==> src/rtl/spoofer_pkg.sv <==
// Shared types and helpers for the spoofer transmit datapath.
package spoofer_pkg;

  // Widest sample the byte-swap helper handles; narrower words are zero-extended.
  localparam int unsigned SW_MAX = 64;

  // Default-width I/Q pair as it appears on the generator side.
  localparam int unsigned IQ_W = 16;

  typedef struct packed {
    logic [IQ_W-1:0] i;
    logic [IQ_W-1:0] q;
  } iq_pair_t;

  typedef enum logic {
    PH_I = 1'b0,
    PH_Q = 1'b1
  } ser_phase_e;

  // Reverse the order of the low n_bytes bytes of x.
  function automatic logic [SW_MAX-1:0] byte_swap(input logic [SW_MAX-1:0] x,
                                                  input int unsigned     n_bytes);
    logic [SW_MAX-1:0] r;
    r = '0;
    for (int unsigned k = 0; k < SW_MAX / 8; k++) begin
      if (k < n_bytes) begin
        r[8*k +: 8] = x[8*(n_bytes-1-k) +: 8];
      end
    end
    return r;
  endfunction

endpackage

==> src/rtl/iq_sample_serializer_if.sv <==
// I/Q pair input and serialized word output bundle.
interface iq_sample_serializer_if #(
  parameter int unsigned SAMPLE_W = 16
);
  logic                in_valid;
  logic                in_ready;
  logic [SAMPLE_W-1:0] i_in;
  logic [SAMPLE_W-1:0] q_in;
  logic                out_valid;
  logic                out_ready;
  logic [SAMPLE_W-1:0] out_data;
  logic                out_is_q;
  logic [31:0]         word_count;
  logic                underrun;

  modport master (
    output in_valid, i_in, q_in, out_ready,
    input  in_ready, out_valid, out_data, out_is_q, word_count, underrun
  );

  modport slave (
    input  in_valid, i_in, q_in, out_ready,
    output in_ready, out_valid, out_data, out_is_q, word_count, underrun
  );
endinterface

==> src/rtl/iq_pair_fifo.sv <==
// Synchronous circular-buffer FIFO with valid/ready on both sides.
module iq_pair_fifo #(
  parameter int unsigned W     = 32,
  parameter int unsigned DEPTH = 4
) (
  input  logic                       clk,
  input  logic                       reset,
  input  logic                       in_valid,
  output logic                       in_ready,
  input  logic [W-1:0]               in_data,
  output logic                       out_valid,
  input  logic                       out_ready,
  output logic [W-1:0]               out_data,
  output logic [$clog2(DEPTH):0]     count
);
  localparam int unsigned AW = $clog2(DEPTH);

  logic [W-1:0]  mem [DEPTH];
  logic [AW-1:0] wr_ptr;
  logic [AW-1:0] rd_ptr;
  logic [AW:0]   cnt;
  logic          push;
  logic          pop;

  // Full blocks input even when a pop happens in the same cycle.
  assign in_ready  = (cnt < (AW+1)'(DEPTH));
  assign out_valid = (cnt != '0);
  assign push      = in_valid && in_ready;
  assign pop       = out_valid && out_ready;
  assign out_data  = mem[rd_ptr];
  assign count     = cnt;

  // Storage write; contents are intentionally not reset.
  always_ff @(posedge clk) begin
    if (push) begin
      mem[wr_ptr] <= in_data;
    end
  end

  // Pointer and occupancy tracking; pointers wrap naturally.
  always_ff @(posedge clk) begin
    if (reset) begin
      wr_ptr <= '0;
      rd_ptr <= '0;
      cnt    <= '0;
    end else begin
      if (push) wr_ptr <= wr_ptr + 1'b1;
      if (pop)  rd_ptr <= rd_ptr + 1'b1;
      if (push && !pop)      cnt <= cnt + 1'b1;
      else if (pop && !push) cnt <= cnt - 1'b1;
    end
  end
endmodule

==> src/rtl/iq_sample_serializer.sv <==
// Serializes buffered I/Q pairs into I-then-Q words with optional byte swap.
module iq_sample_serializer
  import spoofer_pkg::*;
#(
  parameter int unsigned SAMPLE_W   = 16,
  parameter int unsigned FIFO_DEPTH = 4,
  parameter bit          SWAP_BYTES = 1'b1
) (
  input logic                    clk,
  input logic                    reset,
  iq_sample_serializer_if.slave  bus
);
  logic [2*SAMPLE_W-1:0]        head;
  logic                         fifo_valid;
  logic                         pop_pair;
  logic                         out_hs;
  logic [$clog2(FIFO_DEPTH):0]  fifo_count;
  logic [SAMPLE_W-1:0]          raw_word;
  logic [SAMPLE_W-1:0]          fmt_word;
  ser_phase_e                   phase;
  ser_phase_e                   phase_nxt;
  logic                         started;
  logic                         underrun_q;
  logic [31:0]                  word_cnt;

  iq_pair_fifo #(
    .W     (2 * SAMPLE_W),
    .DEPTH (FIFO_DEPTH)
  ) u_fifo (
    .clk       (clk),
    .reset     (reset),
    .in_valid  (bus.in_valid),
    .in_ready  (bus.in_ready),
    .in_data   ({bus.i_in, bus.q_in}),
    .out_valid (fifo_valid),
    .out_ready (pop_pair),
    .out_data  (head),
    .count     (fifo_count)
  );

  assign out_hs   = fifo_valid && bus.out_ready;
  assign pop_pair = out_hs && (phase == PH_Q);

  // Phase register.
  always_ff @(posedge clk) begin
    if (reset) phase <= PH_I;
    else       phase <= phase_nxt;
  end

  // Phase advances only on an output handshake.
  always_comb begin
    phase_nxt = phase;
    if (out_hs) begin
      phase_nxt = (phase == PH_I) ? PH_Q : PH_I;
    end
  end

  // Select the current half of the head pair and apply byte order.
  always_comb begin
    raw_word = (phase == PH_Q) ? head[SAMPLE_W-1:0] : head[2*SAMPLE_W-1:SAMPLE_W];
    fmt_word = raw_word;
    if (SWAP_BYTES) begin
      fmt_word = SAMPLE_W'(byte_swap(SW_MAX'(raw_word), SAMPLE_W / 8));
    end
  end

  // Throughput counter and sticky starvation flag.
  always_ff @(posedge clk) begin
    if (reset) begin
      word_cnt   <= '0;
      started    <= 1'b0;
      underrun_q <= 1'b0;
    end else begin
      if (out_hs) begin
        word_cnt <= word_cnt + 1'b1;
        started  <= 1'b1;
      end
      if (started && bus.out_ready && !fifo_valid) begin
        underrun_q <= 1'b1;
      end
    end
  end

  assign bus.out_valid  = fifo_valid;
  assign bus.out_data   = fmt_word;
  assign bus.out_is_q   = (phase == PH_Q);
  assign bus.word_count = word_cnt;
  assign bus.underrun   = underrun_q;
endmodule

==> src/flat_wrapper.sv <==
// flat-port wrapper written by rule: the top's interface ports become plain ports
module iq_sample_serializer_flat import spoofer_pkg::*;
#(
  parameter int unsigned SAMPLE_W   = 16,
  parameter int unsigned FIFO_DEPTH = 4,
  parameter bit          SWAP_BYTES = 1'b1
)
  (clk, reset, bus_in_valid, bus_i_in, bus_q_in, bus_out_ready, bus_in_ready, bus_out_valid, bus_out_data, bus_out_is_q, bus_word_count, bus_underrun);
  iq_sample_serializer_if #(.SAMPLE_W(SAMPLE_W)) bus_i ();
  input logic clk;
  input logic reset;
  input wire logic [$bits(bus_i.in_valid)-1:0] bus_in_valid;
  input wire logic [$bits(bus_i.i_in)-1:0] bus_i_in;
  input wire logic [$bits(bus_i.q_in)-1:0] bus_q_in;
  input wire logic [$bits(bus_i.out_ready)-1:0] bus_out_ready;
  output wire logic [$bits(bus_i.in_ready)-1:0] bus_in_ready;
  output wire logic [$bits(bus_i.out_valid)-1:0] bus_out_valid;
  output wire logic [$bits(bus_i.out_data)-1:0] bus_out_data;
  output wire logic [$bits(bus_i.out_is_q)-1:0] bus_out_is_q;
  output wire logic [$bits(bus_i.word_count)-1:0] bus_word_count;
  output wire logic [$bits(bus_i.underrun)-1:0] bus_underrun;
  assign bus_i.in_valid = bus_in_valid;
  assign bus_i.i_in = bus_i_in;
  assign bus_i.q_in = bus_q_in;
  assign bus_i.out_ready = bus_out_ready;
  assign bus_in_ready = bus_i.in_ready;
  assign bus_out_valid = bus_i.out_valid;
  assign bus_out_data = bus_i.out_data;
  assign bus_out_is_q = bus_i.out_is_q;
  assign bus_word_count = bus_i.word_count;
  assign bus_underrun = bus_i.underrun;
  iq_sample_serializer #(.SAMPLE_W(SAMPLE_W), .FIFO_DEPTH(FIFO_DEPTH), .SWAP_BYTES(SWAP_BYTES)) u_core (.clk(clk), .reset(reset), .bus(bus_i));
endmodule
==> config.mk <==
export PLATFORM = sky130hd
export DESIGN_NAME = iq_sample_serializer_flat
export DESIGN_NICKNAME = d
export VERILOG_FILES = /design/src/rtl/spoofer_pkg.sv /design/src/rtl/iq_sample_serializer_if.sv /design/src/rtl/iq_pair_fifo.sv /design/src/rtl/iq_sample_serializer.sv /design/src/flat_wrapper.sv
export SDC_FILE = /design/constraint.sdc
export NUM_CORES = 1
export LEC_CHECK = 0
export BUFFER_PORTS_ARGS = -buffer_cell sky130_fd_sc_hd__buf_2
export CAP_MARGIN = 20
export CORE_MARGIN = 2
export CORE_UTILIZATION = 30
export CTS_CLUSTER_SIZE = 24
export DETAILED_ROUTE_END_ITERATION = 8
export GPL_TIMING_DRIVEN = 1
export PLACE_DENSITY = 0.44
export SLEW_MARGIN = 0
export SYNTH_ARGS = -nofsm -noshare
export SYNTH_HDL_FRONTEND = slang
export SYNTH_SLANG_ARGS = --single-unit
==> constraint.sdc <==
create_clock -name clk -period 2.5 [get_ports clk]
set_input_delay 0.375 -clock clk [delete_from_list [all_inputs] [get_ports clk]]
set_output_delay 0.375 -clock clk [all_outputs]
set_load 0.02 [all_outputs]
==> impl_metrics.yaml <==
run_status:
  status: "complete, no violations"
clock_network:
  cts.sinks: 172
  worstSkewPairLatency_ns: 0.43
  htreeDepth: 4
  cts_buffers: 17
  root_buffer: "clkbuf_16"
  clockBufferDepth: 2
  cts_resized: 0
  cts_hold_buf: 0
  cts_tree: "built"
  clk_pin_slew_ns: 0.07
run:
  cap_violations: 0
worst_setup_path:
  cp.arrival_ns: 2.02
  path_delay_family: "multiplexers"
  crit_path_end_kind: "output port"
  cp_slowest_cell: "mux4_2"
  r2r_cells: 8
  startpoint_type: "flip-flop"
  critical_path.cell_chain: "clkbuf_16 -> mux4_2 -> mux2_2 -> buf_2"
  path_buf_inv: 2
  crit_type: "reg2out"
  cpPeakStageDelay_ns: 0.52
  critical_path_peak_fanout: 16
  worstPathRequired_ns: 2.12
  worst-path-stages: 4
place:
  dp.cells: 799
  io_buffers: 87
  dpl.hpwl_mm: 9.177
  globalplace.congestion: 0.7205
detailed_routing:
  via_per_inst: 4.768
  wl_mm: 14.74
  firstDrtPassIters: 4
  antenna_left: 0
  drc: 0
  wl_per_cell_um: 17.70
  num_vias: 3972
  drt_iter0_drc: 244
timing:
  finalCritPeriodShare_pct: 95.74
  rsz0062_at_grt: "no"
  worstMarginPinSlew_ns: 0.6061
  relSlewSlack_pct: 59.60
  worst_clock_skew_ns: 0.01286
  finalSetupViolations: 0
  fmax_mhz: 417.8
  slew_violations: 0
  tns_ns: 0
  hold_violations: 0
  layout_min_cycle_time_ns: 2.394
synth:
  ys_types: 35
  syn_inst: 431
  synth_largest_area_cell: "edfxtp_1"
  ys_warn_count: 0
  synth_most_common_cell: "edfxtp_1"
  avgSynthCellArea_sq_um: 16.01
  syn_nets: 474
  synth_area_sq_um: 6900
  netlist_top_cells_count: "edfxtp_1 (128), dfxtp_1 (44), mux4_2 (32), nor2_1 (32), mux2_2 (22)"
  synthDominantCellAreaShare_pct: 55.70
  synth_edf_count: 128
  ys.flop_type: "edfxtp_1"
  synth.area.top_cells: "edfxtp_1 (56%), dfxtp_1 (13%), mux4_2 (10%), mux2_2 (3.6%), nor2_1 (1.7%)"
  ys_seq_elements: 172
  synthArstFlopShare_pct: 0
  ys_seq_area_share_pct: 68.47
power:
  power_uw: 7837
  p_seq_share_pct: 45.2
  swShare_pct: 28.09
  power_frac_clock_pct: 33.4
  p_int_uw: 5636
  ir_drop_mv: 0.3812
  p_switching_uw: 2201
  p_comb_share_pct: 21.4
  power_density_nw_per_um2: 930.0
  cellLeakagePower_uw: 0.002882
die:
  dieArea_sq_um: 24230
  boundaryPins: 88
  num_rows: 55
  core_region_area_sq_um: 22640
  dieHeight_um: 155.7
  die_x_um: 155.7
  start_util_pct: 30.48
min_path:
  hold_class: "in2reg"
  whs_path_depth: 1
finish:
  synthToLayoutAreaGrowth_pct: 22.12
  final_layout_size_suffix_gt1_share_pct: 36.56
  layout.cells.non_filler: 833
  fin_nets: 577
global_routing:
  grt_max_degree: 33
  grt_overflow: 0
  antenna_found_initial: 2
  grt_pass1_vias: 4069
  grt_pass1_wl_mm: 22.98
  grtUsageTotal_pct: 12.57
cells in the final DEF (no fill, tap or decap), types with 5 or more instances in the layout:
| master | count |
|---|---|
| nor2b_1 | 6 |
| a21oi_1 | 17 |
| nand4_1 | 16 |
| edfxtp_1 | 128 |
| or4_1 | 10 |
| ha_1 | 6 |
| o21ai_0 | 6 |
| buf_12 | 6 |
| mux4_2 | 32 |
| or3_1 | 9 |
| o31ai_1 | 10 |
| nor2_1 | 32 |
| buf_2 | 87 |
| xor2_1 | 12 |
| nand2_1 | 9 |
| buf_4 | 12 |
| dfxtp_1 | 43 |
| nand3_1 | 9 |
| nor4_1 | 5 |
| mux2_2 | 22 |
| xnor2_1 | 5 |
| inv_1 | 10 |
| clkbuf_16 | 18 |
cells by family (layout without fill, tap and decap cells):
group                    after synthesis  count (layout)  synth area share [%]
AND/OR/NAND/NOR                      114             114                 8.994
flip-flops                           172             172                 68.47
AO/OA/AOI/OAI                         34              34                 2.883
adder cells (fa/ha/maj)                7               7                 1.378
XOR/XNOR                              17              17                 2.158
multiplexers                          55              55                 14.18
other                                  0               1                     0
buffers and inverters                 32             148                 1.940
layer usage:
layer | track usage (%) | wire length, um | vias up
met3 | 4.361 | 701 | 14
met1 | 15.97 | 6694 | 1989
met2 | 20.61 | 7200 | 80
met4 | 3.277 | 131 | 2
met5 | 0 | 13 | -
li1 | - | - | 1887
stage by stage:
stage          utilization [%]  setup WS [ns]  hold slack, ns  area (sq um)
2_1_floorplan                -         0.4731          0.4402          6900
3_3_place_gp             34.51         0.3751          0.4477          7812
3_5_place_dp             34.51         0.2551          0.4692          7812
4_1_cts                  37.10        0.03181          0.1441          8399
5_1_grt                  37.21        0.02250          0.1476          8424
6_report                 37.22         0.1064          0.1590          8427
worst paths after layout:
path | slack, ns | startpoint | to
setup / recovery | 0.11 | flip-flop | bus_out_data[11]
hold / removal | 0.16 | bus_i_in[7] | u_core.u_fifo.mem[0][23]$_DFFE_PP_
setup reg to reg | 0.24 | u_core.u_fifo.count[2]$_SDFFE_PP0P_ | u_core.u_fifo.count[2]$_SDFFE_PP0P_
hold reg to reg | 0.48 | u_core.started$_SDFFE_PP0N_ | u_core.started$_SDFFE_PP0N_
power groups by stage:
stage | Clock, uW | Combinational, uW | Sequential (uW)
finish | 2620 | 1670 | 3540
global route | 2820 | 1830 | 3570
CTS | 2700 | 1710 | 3540
detailed placement | 0 | 1700 | 3610
global placement | 0 | 1680 | 3580
floorplan | 0 | 1060 | 3600
registers in the layout, indices dropped and copies added (netlist names), named ones only:
| signal | cells |
|---|---|
| u_core.u_fifo.rd_ptr | 2 |
| u_core.u_fifo.count | 3 |
| u_core.started | 1 |
| u_core.u_fifo.wr_ptr | 2 |
| u_core.bus.out_is_q | 1 |
| u_core.bus.underrun | 1 |
| u_core.u_fifo.mem | 128 |
| u_core.bus.word_count | 32 |
area by class of cell:
type,instances,area [sq um]
antenna,1,2.502
clock buffer,18,429.2
clock inverter,14,157.7
fill,2133,14210
inverter,10,37.54
multi-input combinational,227,2047
sequential,172,4726
tap,285,356.6
timing repair buffer,106,670.6
repair_timing:
action	CTS	global route
setup buffers	0	0
setup endpoints to repair	0	5
hold endpoints to repair	0	0
(Power assumes the default switching activity.)
